File: config.mk
export PLATFORM = sky130hd
export DESIGN_NAME = nb_symbol_dedup_filter
export DESIGN_NICKNAME = d
export VERILOG_FILES = /design/src/rtl/nb_symbol_dedup_filter.sv
export SDC_FILE = /design/constraint.sdc
export NUM_CORES = 1
export LEC_CHECK = 0
export ABC_AREA = 1
export ABC_CLOCK_PERIOD_IN_PS = 4100
export BUFFER_PORTS_ARGS = -buffer_cell sky130_fd_sc_hd__buf_2
export CORE_ASPECT_RATIO = 0.6
export CORE_MARGIN = 2
export CORE_UTILIZATION = 30
export CTS_CLUSTER_SIZE = 8
export DETAILED_ROUTE_END_ITERATION = 16
export PLACE_DENSITY = 0.56
export SLEW_MARGIN = 20
export SYNTH_ARGS = -nofsm -noshare
export SYNTH_HDL_FRONTEND = slang
export SYNTH_SLANG_ARGS = --single-unit
File: constraint.sdc
create_clock -name clk -period 4.1 [get_ports clk]
set_clock_uncertainty 0.05 [all_clocks]
set_input_delay 0.41 -clock clk [delete_from_list [all_inputs] [get_ports clk]]
set_output_delay 0.41 -clock clk [all_outputs]
set_load 0.005 [all_outputs]
File: src/rtl/nb_symbol_dedup_filter.sv
// Streaming duplicate-symbol filter for the NB-LDPC check-node candidate path.
// Keeps up to DEPTH distinct GF symbols per candidate list and forwards only
// the first occurrence of each one, tagged with its table slot.
module nb_symbol_dedup_filter #(
  parameter int unsigned Q_WIDTH       = 6,
  parameter int unsigned LLR_WIDTH     = 5,
  parameter int unsigned DEPTH         = 16,
  parameter int unsigned COUNTER_WIDTH = 4
) (
  input  logic                     clk,
  input  logic                     rst_n,
  input  logic                     in_valid,
  output logic                     in_ready,
  input  logic                     in_first,
  input  logic                     in_last,
  input  logic [Q_WIDTH:0]         in_q,
  input  logic [LLR_WIDTH:0]       in_llr,
  output logic                     out_valid,
  input  logic                     out_ready,
  output logic [Q_WIDTH:0]         out_q,
  output logic [LLR_WIDTH:0]       out_llr,
  output logic [COUNTER_WIDTH-1:0] out_idx,
  output logic                     list_done,
  output logic [COUNTER_WIDTH:0]   list_count,
  output logic                     overflow,
  output logic                     frame_err
);

  localparam int unsigned CntW = COUNTER_WIDTH + 1;
  localparam logic [COUNTER_WIDTH:0] FullCnt = CntW'(DEPTH);

  typedef enum logic [1:0] {StIdle, StCollect, StSaturated} state_e;

  state_e state_q, state_d;

  // Symbol table and fill counter
  logic [DEPTH-1:0]       vld_q, vld_d;
  logic [Q_WIDTH:0]       tbl_sym_q [DEPTH];
  logic [COUNTER_WIDTH:0] cnt_q, cnt_d;

  // Output and status registers
  logic                     out_valid_q, out_valid_d;
  logic [Q_WIDTH:0]         out_q_q, out_q_d;
  logic [LLR_WIDTH:0]       out_llr_q, out_llr_d;
  logic [COUNTER_WIDTH-1:0] out_idx_q, out_idx_d;
  logic                     list_done_q, list_done_d;
  logic [COUNTER_WIDTH:0]   list_count_q, list_count_d;
  logic                     overflow_q, overflow_d;
  logic                     frame_err_q, frame_err_d;

  // Per-beat decode
  logic                     in_idle;
  logic                     accept;
  logic                     active;
  logic                     match;
  logic                     full;
  logic                     write;
  logic [DEPTH-1:0]         eff_vld;
  logic [DEPTH-1:0]         hit;
  logic [COUNTER_WIDTH:0]   eff_cnt;
  logic [COUNTER_WIDTH-1:0] wr_idx;

  // Parallel compare against the table; in_first masks the old contents.
  always_comb begin
    eff_vld = in_first ? '0 : vld_q;
    eff_cnt = in_first ? '0 : cnt_q;
    hit     = '0;
    for (int unsigned i = 0; i < DEPTH; i++) begin
      hit[i] = eff_vld[i] & (tbl_sym_q[i] == in_q);
    end
    match  = |hit;
    full   = (eff_cnt == FullCnt);
    wr_idx = eff_cnt[COUNTER_WIDTH-1:0];
    accept = in_valid & in_ready;
    // A beat only touches the table when a list is open or being opened.
    active = accept & (in_first | ~in_idle);
    write  = active & ~match & ~full;
  end

  // FSM state register
  always_ff @(posedge clk or negedge rst_n) begin
    if (!rst_n) begin
      state_q <= StIdle;
    end else begin
      state_q <= state_d;
    end
  end

  // FSM next state: list close wins, otherwise track saturation of the table
  always_comb begin
    state_d = state_q;
    if (active) begin
      if (in_last) begin
        state_d = StIdle;
      end else if (cnt_d == FullCnt) begin
        state_d = StSaturated;
      end else begin
        state_d = StCollect;
      end
    end
  end

  // FSM outputs and registered-output wiring
  always_comb begin
    in_idle    = (state_q == StIdle);
    in_ready   = ~out_valid_q | out_ready;
    out_valid  = out_valid_q;
    out_q      = out_q_q;
    out_llr    = out_llr_q;
    out_idx    = out_idx_q;
    list_done  = list_done_q;
    list_count = list_count_q;
    overflow   = overflow_q;
    frame_err  = frame_err_q;
  end

  // Table/counter next state
  always_comb begin
    cnt_d = cnt_q;
    vld_d = vld_q;
    if (active) begin
      cnt_d = eff_cnt;
      vld_d = eff_vld;
      if (write) begin
        cnt_d         = eff_cnt + 1'b1;
        vld_d[wr_idx] = 1'b1;
      end
    end
  end

  // Output slot and status next state
  always_comb begin
    out_valid_d = out_valid_q;
    out_q_d     = out_q_q;
    out_llr_d   = out_llr_q;
    out_idx_d   = out_idx_q;
    if (write) begin
      // in_ready guarantees the slot is empty or draining this cycle
      out_valid_d = 1'b1;
      out_q_d     = in_q;
      out_llr_d   = in_llr;
      out_idx_d   = wr_idx;
    end else if (out_ready) begin
      out_valid_d = 1'b0;
    end

    overflow_d = overflow_q;
    if (accept & in_first) begin
      overflow_d = 1'b0;
    end
    if (active & ~match & full) begin
      overflow_d = 1'b1;
    end

    list_done_d  = active & in_last;
    list_count_d = (active & in_last) ? cnt_d : list_count_q;
    frame_err_d  = accept & ~in_first & in_idle;
  end

  // Table, counter and output registers
  always_ff @(posedge clk or negedge rst_n) begin
    if (!rst_n) begin
      vld_q        <= '0;
      cnt_q        <= '0;
      out_valid_q  <= 1'b0;
      out_q_q      <= '0;
      out_llr_q    <= '0;
      out_idx_q    <= '0;
      list_done_q  <= 1'b0;
      list_count_q <= '0;
      overflow_q   <= 1'b0;
      frame_err_q  <= 1'b0;
      for (int unsigned i = 0; i < DEPTH; i++) begin
        tbl_sym_q[i] <= '0;
      end
    end else begin
      vld_q        <= vld_d;
      cnt_q        <= cnt_d;
      out_valid_q  <= out_valid_d;
      out_q_q      <= out_q_d;
      out_llr_q    <= out_llr_d;
      out_idx_q    <= out_idx_d;
      list_done_q  <= list_done_d;
      list_count_q <= list_count_d;
      overflow_q   <= overflow_d;
      frame_err_q  <= frame_err_d;
      if (write) begin
        tbl_sym_q[wr_idx] <= in_q;
      end
    end
  end

endmodule

# After elaboration in Yosys (flattened, before gate mapping)
# Cells that the tools add are included.
# word_totals
out_inout_bits	27
ramBits	0
memories	0
mem_bits_ro	0
input_bits	19
word_cells	106
latchBits	0
reg_bits	161
# classes
bitwise	34
n_lt_le_gt_ge	4
eq_ne	18
n_mul	0
add_sub_neg	1
reduce_logical	6
n_mux	16
shift	0
div	0
# ops
op	count
112-bit bitwise mux	1
7-bit == test	16
16-bit two-way mux	2
7-bit demux with 4-bit select	1
1-bit bitwise AND	25
16-bit OR	1
16-bit OR reduction	1
5-bit two-way mux	3
5-bit == test, second input constant	2
7-bit two-way mux	1
5-bit by 1-bit adder with 5-bit output, second input constant	1
5-bit greater-or-equal comparator, second input constant	1
4-bit by 5-bit < comparator with 1-bit output, second input constant	1
5-bit by 1-bit < comparator with 1-bit output, second input constant	1
1-bit two-way mux	5
1-bit NOT	5
4-bit NOT with 5-bit output	1
1-bit demux with 4-bit select	1
4-bit by 1-bit greater-or-equal comparator with 1-bit output, second input constant	1
2-bit two-way mux	2
2-bit nonzero test	2
1-bit logical AND	2
2-bit logical NOT	1
1-bit OR	2

# Logic depth before layout (Yosys ltp)
# depth
word_depth	11
depth_mapped	21
depth_no_buf	20

# Worst setup path after synthesis
# No wires, ideal clock.
# synth_timing
path_type	input to register
from	input in_first
to	register state_q[0]
path_stages	18
n_path_buf	2
required_ns	3.934
arrival_ns	2.325
setup_slack_ns	1.609
setup_ns	0.116
path_cell_list	buf_4 inv_2 buf_6 nand2_1 ha_1 and2_1 nand3_1 nand2_1 inv_1 nand3_1 inv_2 nand2_1 nand2_1 nand2_1 nor2_1 nand2_1 nand2_1 nand2_1
# synth_via
elab_chain_cells	11
# synth_lines
element	line	rtl
start, declared	14	input logic in_first,
16-bit two-way mux	65	eff_vld = in_first ? '0 : vld_q;
1-bit bitwise AND	69	hit[i] = eff_vld[i] & (tbl_sym_q[i] == in_q);
16-bit OR reduction	71	match = |hit;
1-bit NOT	77	write = active & ~match & ~full;
1-bit bitwise AND (2 in series)	77	
5-bit two-way mux	124	if (write) begin
5-bit two-way mux	121	if (active) begin
5-bit == test	95	end else if (cnt_d == FullCnt) begin
2-bit two-way mux	95	
2-bit two-way mux	93	if (in_last) begin
end signal, assigned	83	state_q <= StIdle;
end signal, assigned	85	state_q <= state_d;
end, declared	34	state_e state_q, state_d;
# Parallel ways exist; a longest one is shown, timed or not.
# A chain may end at the register's enable or synchronous reset.

# Worst setup path after layout
# layout_timing
from	input in_q[0]
to	register tbl_sym_q[65] (netlist bit)
# layout_via
elab_chain_cells	6
# layout_lines
element	line	rtl
start, declared	16	input logic [Q_WIDTH:0] in_q,
7-bit == test	69	
1-bit bitwise AND	69	
16-bit OR reduction (*)	71	
1-bit NOT (*)	77	
1-bit bitwise AND (*) (2 in series)	77	
end signal, assigned by index	188	tbl_sym_q[wr_idx] <= in_q;
end, declared	38	logic [Q_WIDTH:0] tbl_sym_q [DEPTH];
# Mark *: on every way between the ends. The rest lies on a longest branch, timed or not.

==> results.toml <==
[global_routing]
grt_max_degree = 87
antenna_found_initial = 0
grt_pass1_vias = 6871
grt_first_pass_wirelength_um = 40500
grt_use_total_pct = 17.55
overflow = 0

[power_and_ir_drop]
pwr_density_cell_nw_per_um2 = 475.0
p_comb_share_pct = 22.0
p_clk_share_pct = 33.1
switching_share_pct = 33.57
ir_drop_mv = 0.2478
power.internal_uw = 3126
p_sw_uw = 1579
p_seq_share_pct = 44.9
p_leak_uw = 0.004828

[floorplanning]
die_width_um = 225.7
initial_core_util_pct = 30.61
coreArea_um2 = 28890
boundaryPins = 46
die_h_um = 137.0
row_count = 48
die_area_um2 = 30910

[place]
dp_cells = 1618
dp_hpwl_um = 17870
placement.io_buffers = 45
place_area_um2 = 9345
dp_slack_ns = 0.5927
place.gp.congestion = 0.8913

[synthesis]
synth_commonest_cells = "450 x nand2_1, 161 x dfrtp_1, 122 x nor2_1, 119 x o21ai_0, 117 x inv_1"
synth_xor_area_share_pct = 3.070
yosysTopAreaCell = "dfrtp_1"
ys_warn_count = 0
synth_compound_area_share_pct = 9.267
yosysMostFrequentCell = "nand2_1"
seq_area_frac_synth_pct = 45.56
synthFlopType = "dfrtp_1"
yosys.area_share.simple_pct = 31.72
synth-edff-count = 0
synth_nets = 1230
async_reset_ff_share_pct = 100.0
ys_ff_latch = 161
ys_types = 36
synthAdderAreaFrac_pct = 0.5659
synth_top_family_by_area = "simple AND/OR/NAND/NOR gates"
synth_cells = 1207
ys_top_cells_by_area = "dfrtp_1 46%, nand2_1 19%, o21ai_0 6.7%"
avgSynthCellArea_um2 = 7.327
synth_top_cell_area_share_pct = 45.56
syn_area_um2 = 8843
synth_mux_area_share_pct = 0

[clock_network]
htree_levels = 4
clk_pin_slew_ns = 0.07
cts_resized = 0
cts_root_buffer = "clkbuf_16"
cts_buffers = 17
clk_path_buf_depth = 2
clock_sinks = 161
ctsHoldBuffers = 0
insertion_delay_ns = 0.45
postCtsSetupBuffers = 0
cts_tree = "yes"

[drt]
drc_errors = 0
post_drt_wl_per_cell_um = 15.71
dr.first_iter.drc_count = 796
ant_nets = 0
routed_wl_um = 25920
vias = 7562
routed_via_density = 4.583
dr.pass1.iters = 5

[cells_and_area]
finalNetCount = 1260
drive_gt1_share_pct = 10.16
syn2layout_area_growth_pct = 12.01
final_area_um2 = 9906
layoutNonFillerInstCount = 1650
diodes = 0

[timing]
final-hold-violation-count = 21
relSlewSlack_pct = 39.61
fin_hold_ws_ns = -0.04345
finalSetupViolCount = 0
setup_slack_ns = 0.9880
rsz0062_at_grt = "no"
slew_viol_final = 0
period_share_pct = 75.90
period_needed_ns = 3.112
setup-tns-final_ns = 0
fmaxAchievable_mhz = 321.3
tightest_slew_ns = 0.9059

[setup_path]
crit_start = "in_q[0]"
cp_max_fo = 18
critPathLaunchType = "input port"
worstReg2RegStart = "tbl_sym_q[40]"
cp-end-kind = "flop"
cp.arrival_ns = 3.36
critPathKind = "in -> reg"
critPathRequiredTime_ns = 4.35

[run_status]
violations = "negative hold slack"
status = "finished with violations"

[flow_run]
cap_violations = 0

[worst_hold_path]
holdCritPathClass = "in -> async"
-- critical path, stage by stage --
cell     delay (ns)
buf_2          0.39
inv_2          0.26
or2_1          0.27
nand3_1        0.08
nor2_1         0.04
nand2_1        0.19
nand2_1        0.14
nor2_1         0.11
nand2_1        0.11
nor2_4         0.18
nand3_4        0.10
inv_4          0.25
nand3_1        0.47
nand2_1        0.21
o21ai_0        0.13
-- metal layers --
metal	wire length, um	track usage, %
met1	13680	26.97
met2	10200	24.07
met3	1853	4.830
met4	185	3.606
met5	0	0
-- placed cells by master, fill, tap and decap left out, types with 2 or more instances in the layout --
cell type and instances:
nand2_1 450, inv_4 3, clkinv_2 4, o21a_1 4
and2_1 2, o21ai_2 5, nand3_4 4, inv_2 6
dfrtp_1 161, inv_1 117, nand4_1 25, clkbuf_16 17
buf_4 21, nor2_2 3, nand3b_1 6, xor2_1 12
o21ai_0 119, ha_1 4, o21ai_1 20, nor3b_1 3
nor2_4 2, inv_6 4, a21oi_1 7, buf_2 44
nor3_1 6, nor2_1 122, nand3_2 3, nand3_1 39
xnor2_1 19, clkinv_4 4, or2_1 4, clkinvlp_4 2
-- stage by stage --
step	utilization, %	total power (uW)
4_1_cts	34.29	4739
2_1_floorplan	-	2838
3_3_place_gp	32.35	3150
6_report	34.29	4705
5_1_grt	34.29	5028
3_5_place_dp	32.35	3165
-- cell type report --
type | instances | area (um^2)
timing repair buffer | 66 | 389.1
fill | 3069 | 18980
tap | 400 | 500.5
sequential | 161 | 4029
clock buffer | 17 | 425.4
multi-input combinational | 865 | 3946
clock inverter | 15 | 135.1
inverter | 126 | 480.5
-- logic make-up after synthesis --
kind of cell    Yosys count
compound gates          157
xor+xnor                 31
fa+ha+maj                 4
buf+inv                 181
flops                   161
simple gates            673
-- power groups by stage --
stage,combinational [uW],sequential [uW],clock [uW]
2_1_floorplan,744,2090,0
4_1_cts,1040,2110,1590
5_1_grt,1200,2160,1670
3_5_place_dp,1030,2130,0
6_report,1030,2110,1560
3_3_place_gp,1020,2130,0
-- final timing paths --
check / cells past startpoint / slack, ns / to
worst max register to register: 13 / 1.24 / tbl_sym_q[65]
min in group clk: 3 / 0.10 / out_llr[4]
worst min register to register: 2 / 0.42 / out_llr[0]
max in group asynchronous: 2 / 3.01 / tbl_sym_q[5]
worst min-delay path: 1 / -0.04 / tbl_sym_q[103]
worst max-delay path: 15 / 0.99 / tbl_sym_q[65]
-- registers in the layout (all words and copies together), names as in the netlist --
register,flops
out_llr,6
list_done,1
list_count,5
state_q,2
out_idx,4
overflow,1
frame_err,1
vld_q,16
out_valid,1
out_q,7
tbl_sym_q,112
cnt_q,5
No activity file was read; power rests on OpenSTA's default activity.
